File: src/rtl/quiz_pkg.sv
// rtl/quiz_pkg.sv - shared state encoding, constants and winner pick for the quiz buzzer
//
// Purpose : definitions shared by quiz_lock and the downstream priority-encoder /
//           7-segment stage, so both agree on state codes and on "no winner".
// Contents: state_t       FSM state encoding (IDLE=0 .. TIMEOUT=4)
//           NUM_KEYS      number of contestant channels
//           NO_WINNER     winner value meaning "nobody" (display blank)
//           pick_highest  reduce a press vector to a one-hot of its highest set bit
package quiz_pkg;

  typedef enum logic [2:0] {
    ST_IDLE    = 3'd0,
    ST_ARMED   = 3'd1,
    ST_LOCKED  = 3'd2,
    ST_FOUL    = 3'd3,
    ST_TIMEOUT = 3'd4
  } state_t;

  localparam int         NUM_KEYS  = 8;
  localparam logic [7:0] NO_WINNER = 8'h00;

  // Highest index wins so the latched winner matches the priority the
  // downstream encoder would apply to the same vector.
  function automatic logic [7:0] pick_highest(input logic [7:0] req);
    logic [7:0] r;
    r = NO_WINNER;
    for (int i = 0; i < NUM_KEYS; i++) begin
      if (req[i]) begin
        r    = NO_WINNER;
        r[i] = 1'b1;
      end
    end
    return r;
  endfunction

endpackage

File: src/rtl/key_debounce.sv
// rtl/key_debounce.sv - one button channel: 2-FF synchroniser, debounce counter, press pulse
//
// Purpose : turn one raw, bouncy, asynchronous button into a single-cycle press
//           pulse once a new high level has been held long enough.
// Ports   : clk      in  system clock
//           rst      in  asynchronous active-high reset
//           key_i    in  raw button level (asynchronous)
//           press_o  out 1-clk pulse on the accepted rising edge of the debounced level
module key_debounce #(
  parameter int DEBOUNCE_CYCLES = 16
) (
  input  logic clk,
  input  logic rst,
  input  logic key_i,
  output logic press_o
);

  localparam int             CW      = $clog2(DEBOUNCE_CYCLES + 1);
  localparam logic [CW-1:0]  CNT_MAX = CW'(DEBOUNCE_CYCLES);

  logic          sync1_q, sync2_q;
  logic          stable_q, stable_d;
  logic          stable_prev_q;
  logic [CW-1:0] cnt_q, cnt_d;

  // The counter measures how long the synchronised input has disagreed with
  // the accepted level. Any agreement restarts the measurement, so a glitch
  // shorter than the threshold leaves no trace. It tops out at CNT_MAX and
  // is cleared by the toggle, so it never wraps.
  always_comb begin
    cnt_d    = cnt_q;
    stable_d = stable_q;
    if (sync2_q == stable_q) begin
      cnt_d = '0;
    end else if (cnt_q == CNT_MAX) begin
      stable_d = sync2_q;
      cnt_d    = '0;
    end else begin
      cnt_d = cnt_q + CW'(1);
    end
  end

  always_ff @(posedge clk or posedge rst) begin
    if (rst) begin
      sync1_q       <= 1'b0;
      sync2_q       <= 1'b0;
      stable_q      <= 1'b0;
      stable_prev_q <= 1'b0;
      cnt_q         <= '0;
    end else begin
      sync1_q       <= key_i;
      sync2_q       <= sync1_q;
      stable_q      <= stable_d;
      stable_prev_q <= stable_q;
      cnt_q         <= cnt_d;
    end
  end

  // Rising edge of the accepted level only; releases produce nothing.
  assign press_o = stable_q & ~stable_prev_q;

endmodule

File: src/rtl/quiz_lock.sv
// rtl/quiz_lock.sv - 8-way quiz buzzer front end: debounce, arm, first-press lock, foul, timeout
//
// Purpose : debounce eight contestant buttons, open an answer window on start,
//           latch the first contestant to press, flag presses before start
//           (foul) and windows that expire unanswered (timeout).
// Ports   : clk      in  1  system clock
//           rst      in  1  asynchronous active-high reset
//           key      in  8  raw buttons, active-high, asynchronous
//           start    in  1  1-clk host pulse: open the answer window
//           clear    in  1  1-clk host pulse: end the round, back to IDLE
//           winner   out 8  one-hot accepted/offending contestant, 0 = none
//           locked   out 1  valid answer latched
//           foul     out 1  press seen before start
//           timeout  out 1  window expired with no press
//           buzz     out 1  1-clk pulse on entry to LOCKED or FOUL
module quiz_lock
  import quiz_pkg::*;
#(
  parameter int DEBOUNCE_CYCLES = 16,
  parameter int WINDOW_CYCLES   = 1000
) (
  input  logic       clk,
  input  logic       rst,
  input  logic [7:0] key,
  input  logic       start,
  input  logic       clear,
  output logic [7:0] winner,
  output logic       locked,
  output logic       foul,
  output logic       timeout,
  output logic       buzz
);

  localparam int            WW      = $clog2(WINDOW_CYCLES + 1);
  localparam logic [WW-1:0] WIN_MAX = WW'(WINDOW_CYCLES);
  localparam logic [WW-1:0] WIN_END = WW'(WINDOW_CYCLES - 1);

  logic [7:0]    press;
  logic [7:0]    press_pick;
  logic          any_press;
  logic          expire;

  state_t        state_q, state_d;
  logic [7:0]    winner_q, winner_d;
  logic          buzz_q, buzz_d;
  logic [WW-1:0] win_cnt_q, win_cnt_d;

  for (genvar g = 0; g < NUM_KEYS; g++) begin : g_key
    key_debounce #(
      .DEBOUNCE_CYCLES(DEBOUNCE_CYCLES)
    ) u_key (
      .clk    (clk),
      .rst    (rst),
      .key_i  (key[g]),
      .press_o(press[g])
    );
  end

  assign press_pick = pick_highest(press);
  assign any_press  = |press;
  assign expire     = (win_cnt_q == WIN_END);

  // Priority inside each state: clear, then press, then start/expiry.
  // A press on the expiry cycle therefore still locks.
  always_comb begin
    state_d   = state_q;
    winner_d  = winner_q;
    buzz_d    = 1'b0;
    win_cnt_d = win_cnt_q;

    if (clear) begin
      state_d   = ST_IDLE;
      winner_d  = NO_WINNER;
      win_cnt_d = '0;
    end else begin
      case (state_q)
        ST_IDLE: begin
          if (any_press) begin
            state_d  = ST_FOUL;
            winner_d = press_pick;
            buzz_d   = 1'b1;
          end else if (start) begin
            state_d   = ST_ARMED;
            win_cnt_d = '0;
          end
        end
        ST_ARMED: begin
          if (any_press) begin
            state_d  = ST_LOCKED;
            winner_d = press_pick;
            buzz_d   = 1'b1;
          end else if (expire) begin
            state_d  = ST_TIMEOUT;
            winner_d = NO_WINNER;
          end else if (win_cnt_q != WIN_MAX) begin
            win_cnt_d = win_cnt_q + WW'(1);
          end
        end
        ST_LOCKED, ST_FOUL: begin
          // Result held until clear.
        end
        ST_TIMEOUT: begin
          winner_d = NO_WINNER;
        end
        default: begin
          state_d  = ST_IDLE;
          winner_d = NO_WINNER;
        end
      endcase
    end
  end

  always_ff @(posedge clk or posedge rst) begin
    if (rst) begin
      state_q   <= ST_IDLE;
      winner_q  <= NO_WINNER;
      buzz_q    <= 1'b0;
      win_cnt_q <= '0;
    end else begin
      state_q   <= state_d;
      winner_q  <= winner_d;
      buzz_q    <= buzz_d;
      win_cnt_q <= win_cnt_d;
    end
  end

  assign winner  = winner_q;
  assign locked  = (state_q == ST_LOCKED);
  assign foul    = (state_q == ST_FOUL);
  assign timeout = (state_q == ST_TIMEOUT);
  assign buzz    = buzz_q;

endmodule
File: config.mk
export PLATFORM = sky130hd
export DESIGN_NAME = quiz_lock
export DESIGN_NICKNAME = d
export VERILOG_FILES = /design/src/rtl/quiz_pkg.sv /design/src/rtl/key_debounce.sv /design/src/rtl/quiz_lock.sv
export SDC_FILE = /design/constraint.sdc
export NUM_CORES = 1
export LEC_CHECK = 0
export CORE_MARGIN = 4
export CORE_UTILIZATION = 51
export DETAILED_ROUTE_END_ITERATION = 16
export PLACE_DENSITY = 0.7
export SLEW_MARGIN = 15
export SYNTH_ARGS = -nofsm -noshare
export SYNTH_HDL_FRONTEND = slang
export SYNTH_SLANG_ARGS = --single-unit
File: constraint.sdc
create_clock -name clk -period 5.1 [get_ports clk]
set_input_delay 1.53 -clock clk [delete_from_list [all_inputs] [get_ports clk]]
set_output_delay 1.53 -clock clk [all_outputs]
set_load 0.05 [all_outputs]
== Word level (Yosys, flattened, before mapping) ==
Cells that the tools add are included.
W data, S select, Z words.

* Eq/ne operators: 32
* Bitwise operators: 24
* Mux-type cells: 45
* $add $sub $neg: 9
* Reduce and logical (&&, ||, !) cells: 17

{| class="wikitable"
|+ Operators by type and width
! cell !! count
|-
| $mux W8 || 11
|-
| $mux W5 || 16
|-
| $mux W10 || 6
|-
| $add A5 B1 Y5 const B || 8
|-
| $eq A5 B5 Y1 const B || 8
|-
| $pmux W8 S3 || 1
|-
| $pmux W10 S2 || 1
|-
| $ne A3 B3 Y1 const B || 6
|-
| $not A1 Y1 || 16
|-
| $reduce_and A2 Y1 || 8
|-
| $mux W3 || 5
|-
| $add A10 B1 Y10 const B || 1
|-
| $eq A10 B10 Y1 const B || 1
|-
| $ne A10 B10 Y1 const B || 1
|-
| $pmux W3 S3 || 1
|-
| $and A1 B1 Y1 || 8
|-
| $eq A1 B1 Y1 || 8
|-
| $ne A4 B4 Y1 const B || 2
|-
| $reduce_or A8 Y1 || 1
|-
| $eq A3 B2 Y1 const B || 2
|-
| $reduce_and A3 Y1 || 2
|-
| $reduce_and A6 Y1 || 1
|-
| $mux W1 || 4
|-
| $reduce_or A2 Y1 || 2
|-
| 7 further kinds || 7
|}

* Register bits: 94
* Word-level logic and storage cells: 171
* Input bits: 12

== Depth between registers and ports, before layout ==
Gate-level depths: netlist (run 1).

* Depth in word-level cells: 13
* Depth in mapped cells: 7
* Mapped depth without buffers: 7

== Hierarchy ==
From an unflattened synthesis (run 1), not the netlist that was laid out.

* Cells, all modules: 352
* Area, all modules: 4256.6 sq um

{| class="wikitable"
|+ By module, submodules not included
! module !! area an instance (sq um) !! cells an instance !! seq. area each (sq um) !! instances
|-
| key_debounce || 375.4 || 29 || 225.2 || 8
|-
| quiz_lock || 1253.7 || 120 || 550.5 || 1
|}

== Worst setup path before layout (run 1) ==
No wires, ideal clock.

* Path type: register to output
* Start: register state_q[1]
* End: output foul
* Arrival time: 1.853 ns
* Path slack: 1.717 ns
* Data required time: 3.570 ns
* Stages on the path, launching flop included: 4
* Path through: dfrtp_1 clkbuf_1 inv_1 nor3_1

* Longest elaborated chain between the ends: 1

{| class="wikitable"
|+ RTL lines
! what !! line !! source
|-
| from (decl) || quiz_lock.sv:43 || <nowiki>state_t state_q, state_d;</nowiki>
|-
| from (signal assigned) || quiz_lock.sv:120 || <nowiki>state_q <= state_d;</nowiki>
|-
| $eq A3 B2 Y1 || quiz_lock.sv:129 || <nowiki>assign foul = (state_q == ST_FOUL);</nowiki>
|-
| to (decl) || quiz_lock.sv:29 || <nowiki>output logic foul,</nowiki>
|}

Every way passes these cells.

== Worst setup path in the final report (run 1) ==
* Start: register state_q[1]
* End: output locked

* Longest elaborated chain between the ends: 1

{| class="wikitable"
|+ RTL lines
! what !! line !! source
|-
| $eq A3 B2 Y1 || quiz_lock.sv:128 || <nowiki>assign locked = (state_q == ST_LOCKED);</nowiki>
|-
| to (decl) || quiz_lock.sv:28 || <nowiki>output logic locked,</nowiki>
|}

Every way passes these cells.

==> flow_metrics.py, run 1 <==
metrics = {
    "global_routing": {
        "number_of_antenna_violations_at_the_first_check_in_global_routing": 0,
        "grt_first_pass_wirelength_mm": 12.1,
        "maximum_number_of_pins_on_one_net_before_global_route_repair": 53,
        "gr-usage-all-layers_pct": 15.2,
        "grt_overflow_total": 0,
        "first_global_vias": 2594,
    },
    "synth": {
        "syn_area_per_cell_um2": 11.4,
        "synth_cell_types": 53,
        "netlist.area_leader.share_pct": 56.5,
        "synth_cells": 365,
        "synth_area_leaders": "sky130_fd_sc_hd__dfrtp_1 (56%), sky130_fd_sc_hd__ha_1 (5.4%), sky130_fd_sc_hd__xor2_1 (3.6%)",
        "yosys.area_share.adder_pct": 5.41,
        "synth_async_sr_flop_share_pct": 100,
        "ys_seq_area_share_pct": 56.5,
        "synth_nets": 395,
        "postSynthRegisterBits": 94,
        "main_combinational_cell_family_by_area_after_synthesis": "simple AND/OR/NAND/NOR gates",
        "yosys.area_share.xor_xnor_pct": 6.73,
        "synth_compound_gate_area_share_pct": 6.37,
        "synth_simple_gate_area_share_pct": 19.4,
        "netlist_area_um2": 4160,
        "muxShareOfSynthArea_pct": 2.40,
        "synth_enable_flop_cells": 0,
        "synth-main-ff-cell": "sky130_fd_sc_hd__dfrtp_1",
        "synth_area_leader_cell": "sky130_fd_sc_hd__dfrtp_1",
        "yosys_warnings": 0,
    },
    "cells_and_area": {
        "antenna_cells_inserted": 0,
        "most-common-layout-cells": "sky130_fd_sc_hd__dfrtp_1 (94), sky130_fd_sc_hd__nor2_1 (33), sky130_fd_sc_hd__inv_1 (27), sky130_fd_sc_hd__nand3_1 (27), sky130_fd_sc_hd__clkdlybuf4s50_1 (23)",
        "drive_above_1_share_pct": 8.48,
        "areaGrowthSynthToFinish_pct": 12.4,
        "num-fill-cells": 658,
        "design.final.nets": 426,
        "most_common_library_cell_in_the_layout_ignoring_fill_and_taps": "sky130_fd_sc_hd__dfrtp_1",
        "postLayoutCoreUtil_pct": 59.6,
    },
    "power_and_ir_drop": {
        "p_int_mw": 0.982,
        "power.share.combinational_pct": 6.5,
        "seq_power_share_pct": 60.5,
        "sw_frac_of_total_pct": 24.5,
        "power.density_nw_per_um2": 278,
        "netSwitchingPower_mw": 0.318,
        "vdd_drop_max_v": 0.000211,
        "p_clk_share_pct": 32.9,
        "leakagePower_nw": 2.20,
        "post-layout-total-power_mw": 1.30,
    },
    "cts": {
        "ctsHtreeMaxLevel": 3,
        "cts_buffer_depth": 2,
        "cts_resized": 0,
        "clock_sinks": 94,
        "post_cts_hold_buffer_count": 0,
        "clockRootBuffer": "sky130_fd_sc_hd__clkbuf_8",
        "tritoncts_clock_tree": "done",
        "numCtsBuffers": 9,
        "cts_post_setup_buffers_inserted": 0,
        "clkLatencyLatePin_ns": 0.35,
        "clkTransAtPathRegs_ns": 0.09,
    },
    "critical_path": {
        "path_max_fanout": 8,
        "end_kind": "output pin",
        "timing.setup.critical_path_class": "reg2out",
        "crit_arrival_ns": 2.09,
        "worst-endpoint-required_ns": 3.57,
        "timing.critical_path.from_type": "flip-flop",
        "register_to_register_setup_slack_ns": 3.27,
    },
    "die": {
        "initial_core_util_pct": 53.1,
        "io-pin-count": 24,
        "die-area_um2": 9670,
        "floorplan.core_area_um2": 7850,
        "placementRows": 32,
        "floorplan.die.width_um": 98.4,
        "die_y_um": 98.4,
    },
    "routing": {
        "detail-route-antenna-nets": 0,
        "routed-via-count": 2613,
        "drt_first_iter_violations": 112,
        "drt_drc_violations_left": 0,
        "vias_per_cell": 5.19,
        "wl_mm": 6.77,
        "drt_pass1_iterations": 4,
        "routed_wire_length_per_instance_um": 13.5,
    },
    "outcome": {
        "outcome": "finished, final reports clean",
    },
    "place": {
        "gp_routability_congestion": 0.842,
        "place_hpwl_mm": 4.68,
        "port-buffer-count": 23,
        "dpl_worst_slack_ns": 1.56,
    },
    "sta": {
        "final_period_minus_worst_setup_slack_ns": 3.62,
        "worstMarginPinSlew_ns": 0.891,
        "fin_tns_setup_ns": 0,
        "slew_headroom_pct": 40.5,
        "setup_violations": 0,
        "slew_viol_final": 0,
        "rsz0062_at_grt": "no",
        "finalWorstSetupSlack_ns": 1.48,
        "maxClockFrequency_ghz": 0.276,
        "finalCritPeriodShare_pct": 71.0,
        "timing.clock.skew_ns": 0.00567,
        "final-hold-violation-count": 0,
    },
    "job": {
        "max-cap-violations": 0,
    },
    "min_path": {
        "hold_path.class": "reg2reg",
    },
}
-- critical path, cell delays in order (launching register included) --
cell	delay, ns
sky130_fd_sc_hd__dfrtp_1	0.53
sky130_fd_sc_hd__inv_1	0.18
sky130_fd_sc_hd__nor3_1	0.21
sky130_fd_sc_hd__clkdlybuf4s50_1	0.83
-- power groups by stage --
stage | combinational [mW] | sequential (mW) | clock (mW)
2_1_floorplan | 0.0613 | 0.798 | 0
3_3_place_gp | 0.0846 | 0.801 | 0
3_5_place_dp | 0.0868 | 0.802 | 0
4_1_cts | 0.0877 | 0.788 | 0.443
5_1_grt | 0.0992 | 0.791 | 0.476
6_report | 0.0851 | 0.787 | 0.428
-- final cells by class --
class / instances / area (um^2) / share of cell area [%]
clock inverters: 3 / 21.3 / 0.455
clock buffers: 13 / 139 / 2.97
multi-input cells: 238 / 1680 / 35.9
well taps: 102 / 128 / 2.73
inverters: 29 / 110 / 2.35
repair buffers: 24 / 250 / 5.35
flip-flops and latches: 94 / 2350 / 50.3
-- metal layers --
layer  up-vias  GRT usage (%)  wire [um]
met1      1271           21.3       3400
li1       1300              -          -
met5         -              0          0
met3        10           2.86        218
met4         0           6.30        109
met2        32           23.4       3040
-- final timing paths --
kind / from / cells past startpoint / to
min reg2reg: g_key[5].u_key.sync1_q / 0 / g_key[5].u_key.sync2_q
min in group asynchronous: rst / 2 / g_key[5].u_key.sync2_q
max: state_q[1] / 3 / locked
max in group asynchronous: rst / 3 / g_key[7].u_key.cnt_q[3]
max reg2reg: state_q[2] / 5 / win_cnt_q[7]
min: g_key[5].u_key.sync1_q / 0 / g_key[5].u_key.sync2_q
-- metrics by stage --
step / std cells / hold WS (ns) / cell area (um^2)
floorplan: 365 / 0.331 / 4160
global placement: 487 / 0.333 / 4520
detailed placement: 487 / 0.336 / 4520
CTS: 503 / 0.356 / 4680
global route: 503 / 0.365 / 4680
finish: 503 / 0.348 / 4680
-- registers in the layout, summed over array words and instances, names as in the netlist --
register	cells
g_key.u_key.cnt_q	40
win_cnt_q	10
g_key.u_key.stable_prev_q	8
g_key.u_key.stable_q	8
g_key.u_key.sync1_q	8
g_key.u_key.sync2_q	8
winner	8
state_q	3
buzz	1
-- cells by family after synthesis --
logic type | after synthesis
AOI/OAI and AO/OA | 32
xor gates and xnor gates | 32
adders and majority gates | 18
buffers and inverters | 33
DFF | 94
muxes | 9
and+or+nand+nor | 147
-- cell usage after synthesis, types with 2 or more instances --
| master | count |
|---|---|
| sky130_fd_sc_hd__inv_1 | 28 |
| sky130_fd_sc_hd__nand2b_1 | 10 |
| sky130_fd_sc_hd__nand2_1 | 19 |
| sky130_fd_sc_hd__nand4_1 | 2 |
| sky130_fd_sc_hd__dfrtp_1 | 94 |
| sky130_fd_sc_hd__and3_1 | 5 |
| sky130_fd_sc_hd__ha_1 | 18 |
| sky130_fd_sc_hd__o21ai_1 | 2 |
| sky130_fd_sc_hd__mux2_2 | 8 |
| sky130_fd_sc_hd__nand3_1 | 27 |
| sky130_fd_sc_hd__o311ai_1 | 6 |
| sky130_fd_sc_hd__or4_1 | 2 |
| sky130_fd_sc_hd__nor3_1 | 13 |
| sky130_fd_sc_hd__clkbuf_1 | 2 |
| sky130_fd_sc_hd__a32o_1 | 3 |
| sky130_fd_sc_hd__a22o_1 | 3 |
| sky130_fd_sc_hd__nor2_1 | 33 |
| sky130_fd_sc_hd__and3b_1 | 2 |
| sky130_fd_sc_hd__o31ai_1 | 4 |
| sky130_fd_sc_hd__xor2_1 | 17 |
| sky130_fd_sc_hd__and2_1 | 16 |
| sky130_fd_sc_hd__nor2b_4 | 2 |
| sky130_fd_sc_hd__xnor2_1 | 15 |
| sky130_fd_sc_hd__nor2b_1 | 4 |
| sky130_fd_sc_hd__or3_1 | 2 |
Power figures use the tool's default switching activity.
==> inputs of run 2 (changes only) <==
Settings changed: PLACE_DENSITY 0.7 to 0.73.
Clock period 5.1 ns to 3.25 ns, I/O delays scaled along.
==> run 2 against run 1 <==
  * Clock power increased by 66%
  * Total power up 60%
  * Non-clock buffer count grew 2
  * Register-to-register slack got worse by 1.9 ns
  * Critical path depth unchanged
  * Cell count rose by 0.40%
  * Die area is the same
  * First-iteration DRC count decreased by 38%
  * Sequential share of layout area decreased by 0.43 points
  * Core utilization increased by 0.51 points
  * Hold slack improved by 0.0010 ns
  * Flip-flop and latch count did not move
==> flow_metrics.py, run 2 (synthesis results as in run 1) <==
metrics = {
    "die": {
        "initial_core_util_pct": 53.1,
        "die_y_um": 98.4,
        "die-area_um2": 9670,
        "floorplan.die.width_um": 98.4,
        "placementRows": 32,
        "floorplan.core_area_um2": 7850,
        "io-pin-count": 24,
    },
    "critical_path": {
        "timing.setup.critical_path_class": "reg2out",
        "reg2regPathDepth": 6,
        "critical_path.reg2reg.startpoint": "win_cnt_q[1]",
        "path_max_fanout": 8,
        "end_kind": "output pin",
        "timing.critical_path.from_type": "flip-flop",
        "worst_r2r_endpoint": "winner[0]",
        "register_to_register_setup_slack_ns": 1.40,
        "crit_arrival_ns": 2.08,
        "worst-endpoint-required_ns": 2.27,
    },
    "cells_and_area": {
        "design.final.nets": 428,
        "drive_above_1_share_pct": 9.93,
        "largest_register_ff_count": 40,
        "antenna_cells_inserted": 0,
        "postLayoutCellArea_um2": 4720,
        "largest-register": "g_key.u_key.cnt_q",
        "num-fill-cells": 656,
        "areaGrowthSynthToFinish_pct": 13.3,
        "regs_by_ff_count": "g_key.u_key.cnt_q: 40 flops, win_cnt_q: 10 flops",
        "post_layout_nonfiller_instances": 505,
        "most-common-layout-cells": "sky130_fd_sc_hd__dfrtp_1 (94), sky130_fd_sc_hd__nor2_1 (33), sky130_fd_sc_hd__inv_1 (27), sky130_fd_sc_hd__nand3_1 (27), sky130_fd_sc_hd__clkdlybuf4s50_1 (23)",
        "most_common_library_cell_in_the_layout_ignoring_fill_and_taps": "sky130_fd_sc_hd__dfrtp_1",
        "postLayoutCoreUtil_pct": 60.1,
    },
    "place": {
        "place_inst": 489,
        "place_hpwl_mm": 4.80,
        "gp_routability_congestion": 0.890,
        "dpl_worst_slack_ns": 0.441,
        "port-buffer-count": 23,
        "placed_cell_area_um2": 4540,
    },
    "sta": {
        "slew_headroom_pct": 66.0,
        "rsz0062_at_grt": "no",
        "maxClockFrequency_ghz": 0.327,
        "finalWorstSetupSlack_ns": 0.192,
        "final_period_minus_worst_setup_slack_ns": 3.06,
        "fin_tns_setup_ns": 0,
        "timing.clock.skew_ns": 0.00793,
        "final-hold-violation-count": 0,
        "finalCritPeriodShare_pct": 94.1,
        "slew_viol_final": 0,
        "timing.hold.ws_ns": 0.349,
        "setup_violations": 0,
        "worstMarginPinSlew_ns": 0.509,
    },
    "min_path": {
        "worst_hold_path.endpoint": "g_key[6].u_key.sync2_q",
        "hold_path.class": "reg2reg",
        "min_path_cells": 0,
        "worstHoldStart": "g_key[6].u_key.sync1_q",
    },
    "global_routing": {
        "gr-usage-all-layers_pct": 15.5,
        "number_of_antenna_violations_at_the_first_check_in_global_routing": 0,
        "grt_overflow_total": 0,
        "first_global_vias": 2634,
        "maximum_number_of_pins_on_one_net_before_global_route_repair": 62,
        "grt_first_pass_wirelength_mm": 12.2,
    },
    "routing": {
        "drt_first_iter_violations": 69,
        "vias_per_cell": 5.22,
        "drt_drc_violations_left": 0,
        "routed-via-count": 2635,
        "drt_pass1_iterations": 4,
        "wl_mm": 6.89,
        "routed_wire_length_per_instance_um": 13.6,
        "detail-route-antenna-nets": 0,
    },
    "cts": {
        "clkTransAtPathRegs_ns": 0.09,
        "ctsHtreeMaxLevel": 3,
        "tritoncts_clock_tree": "done",
        "cts_resized": 0,
        "clkLatencyLatePin_ns": 0.35,
        "numCtsBuffers": 9,
        "cts_post_setup_buffers_inserted": 0,
        "clock_sinks": 94,
        "post_cts_hold_buffer_count": 0,
        "cts_buffer_depth": 2,
        "clockRootBuffer": "sky130_fd_sc_hd__clkbuf_8",
    },
    "power_and_ir_drop": {
        "power.density_nw_per_um2": 442,
        "vdd_drop_max_v": 0.000345,
        "post-layout-total-power_mw": 2.09,
        "leakagePower_nw": 2.23,
    },
    "job": {
        "max-cap-violations": 0,
    },
    "outcome": {
        "outcome": "finished, final reports clean",
    },
}
[run 2: worst max-delay path by stage]
| stage | cells past startpoint | start | slack (ns) | endpoint |
|---|---|---|---|---|
| floorplan | 3 | state_q[1] | 0.42 | foul |
| global placement | 6 | clear | 0.49 | win_cnt_q[7] |
| detailed placement | 6 | clear | 0.44 | win_cnt_q[7] |
| CTS | 3 | state_q[1] | 0.17 | locked |
| global route | 3 | state_q[1] | 0.09 | locked |
| finish | 3 | state_q[1] | 0.19 | locked |
[run 2: area by class of cell]
class | count | area (um^2) | share of cell area [%]
Clock inverter | 6 | 45.0 | 0.954
Sequential cell | 94 | 2350 | 49.8
Tap cell | 102 | 128 | 2.70
Inverter | 29 | 113 | 2.39
Multi-Input combinational cell | 238 | 1680 | 35.6
Clock buffer | 10 | 138 | 2.92
Timing Repair Buffer | 26 | 265 | 5.62
[run 2: worst max-delay path, cell delays in order, from the launching register on]
cell	delay [ns]
sky130_fd_sc_hd__dfrtp_1	0.52
sky130_fd_sc_hd__inv_1	0.18
sky130_fd_sc_hd__nor3_1	0.20
sky130_fd_sc_hd__clkdlybuf4s50_1	0.83
[run 2: routing by layer]
layer  global-route usage [%]  part of all wire [%]  vias up
met3                     3.79                   3.4       11
met5                        0                     0        -
li1                         -                     -     1304
met4                     6.30                   2.0        0
met1                     20.9                    48     1280
met2                     24.2                    47       40
[run 2: report_power, final]
| group | switching (mW) | leakage, nW | internal [mW] | total, mW |
|---|---|---|---|---|
| registers | 0.0314 | 1.25 | 1.20 | 1.24 |
| logic | 0.0796 | 0.874 | 0.0579 | 0.138 |
| clock network | 0.407 | 0.0970 | 0.305 | 0.712 |
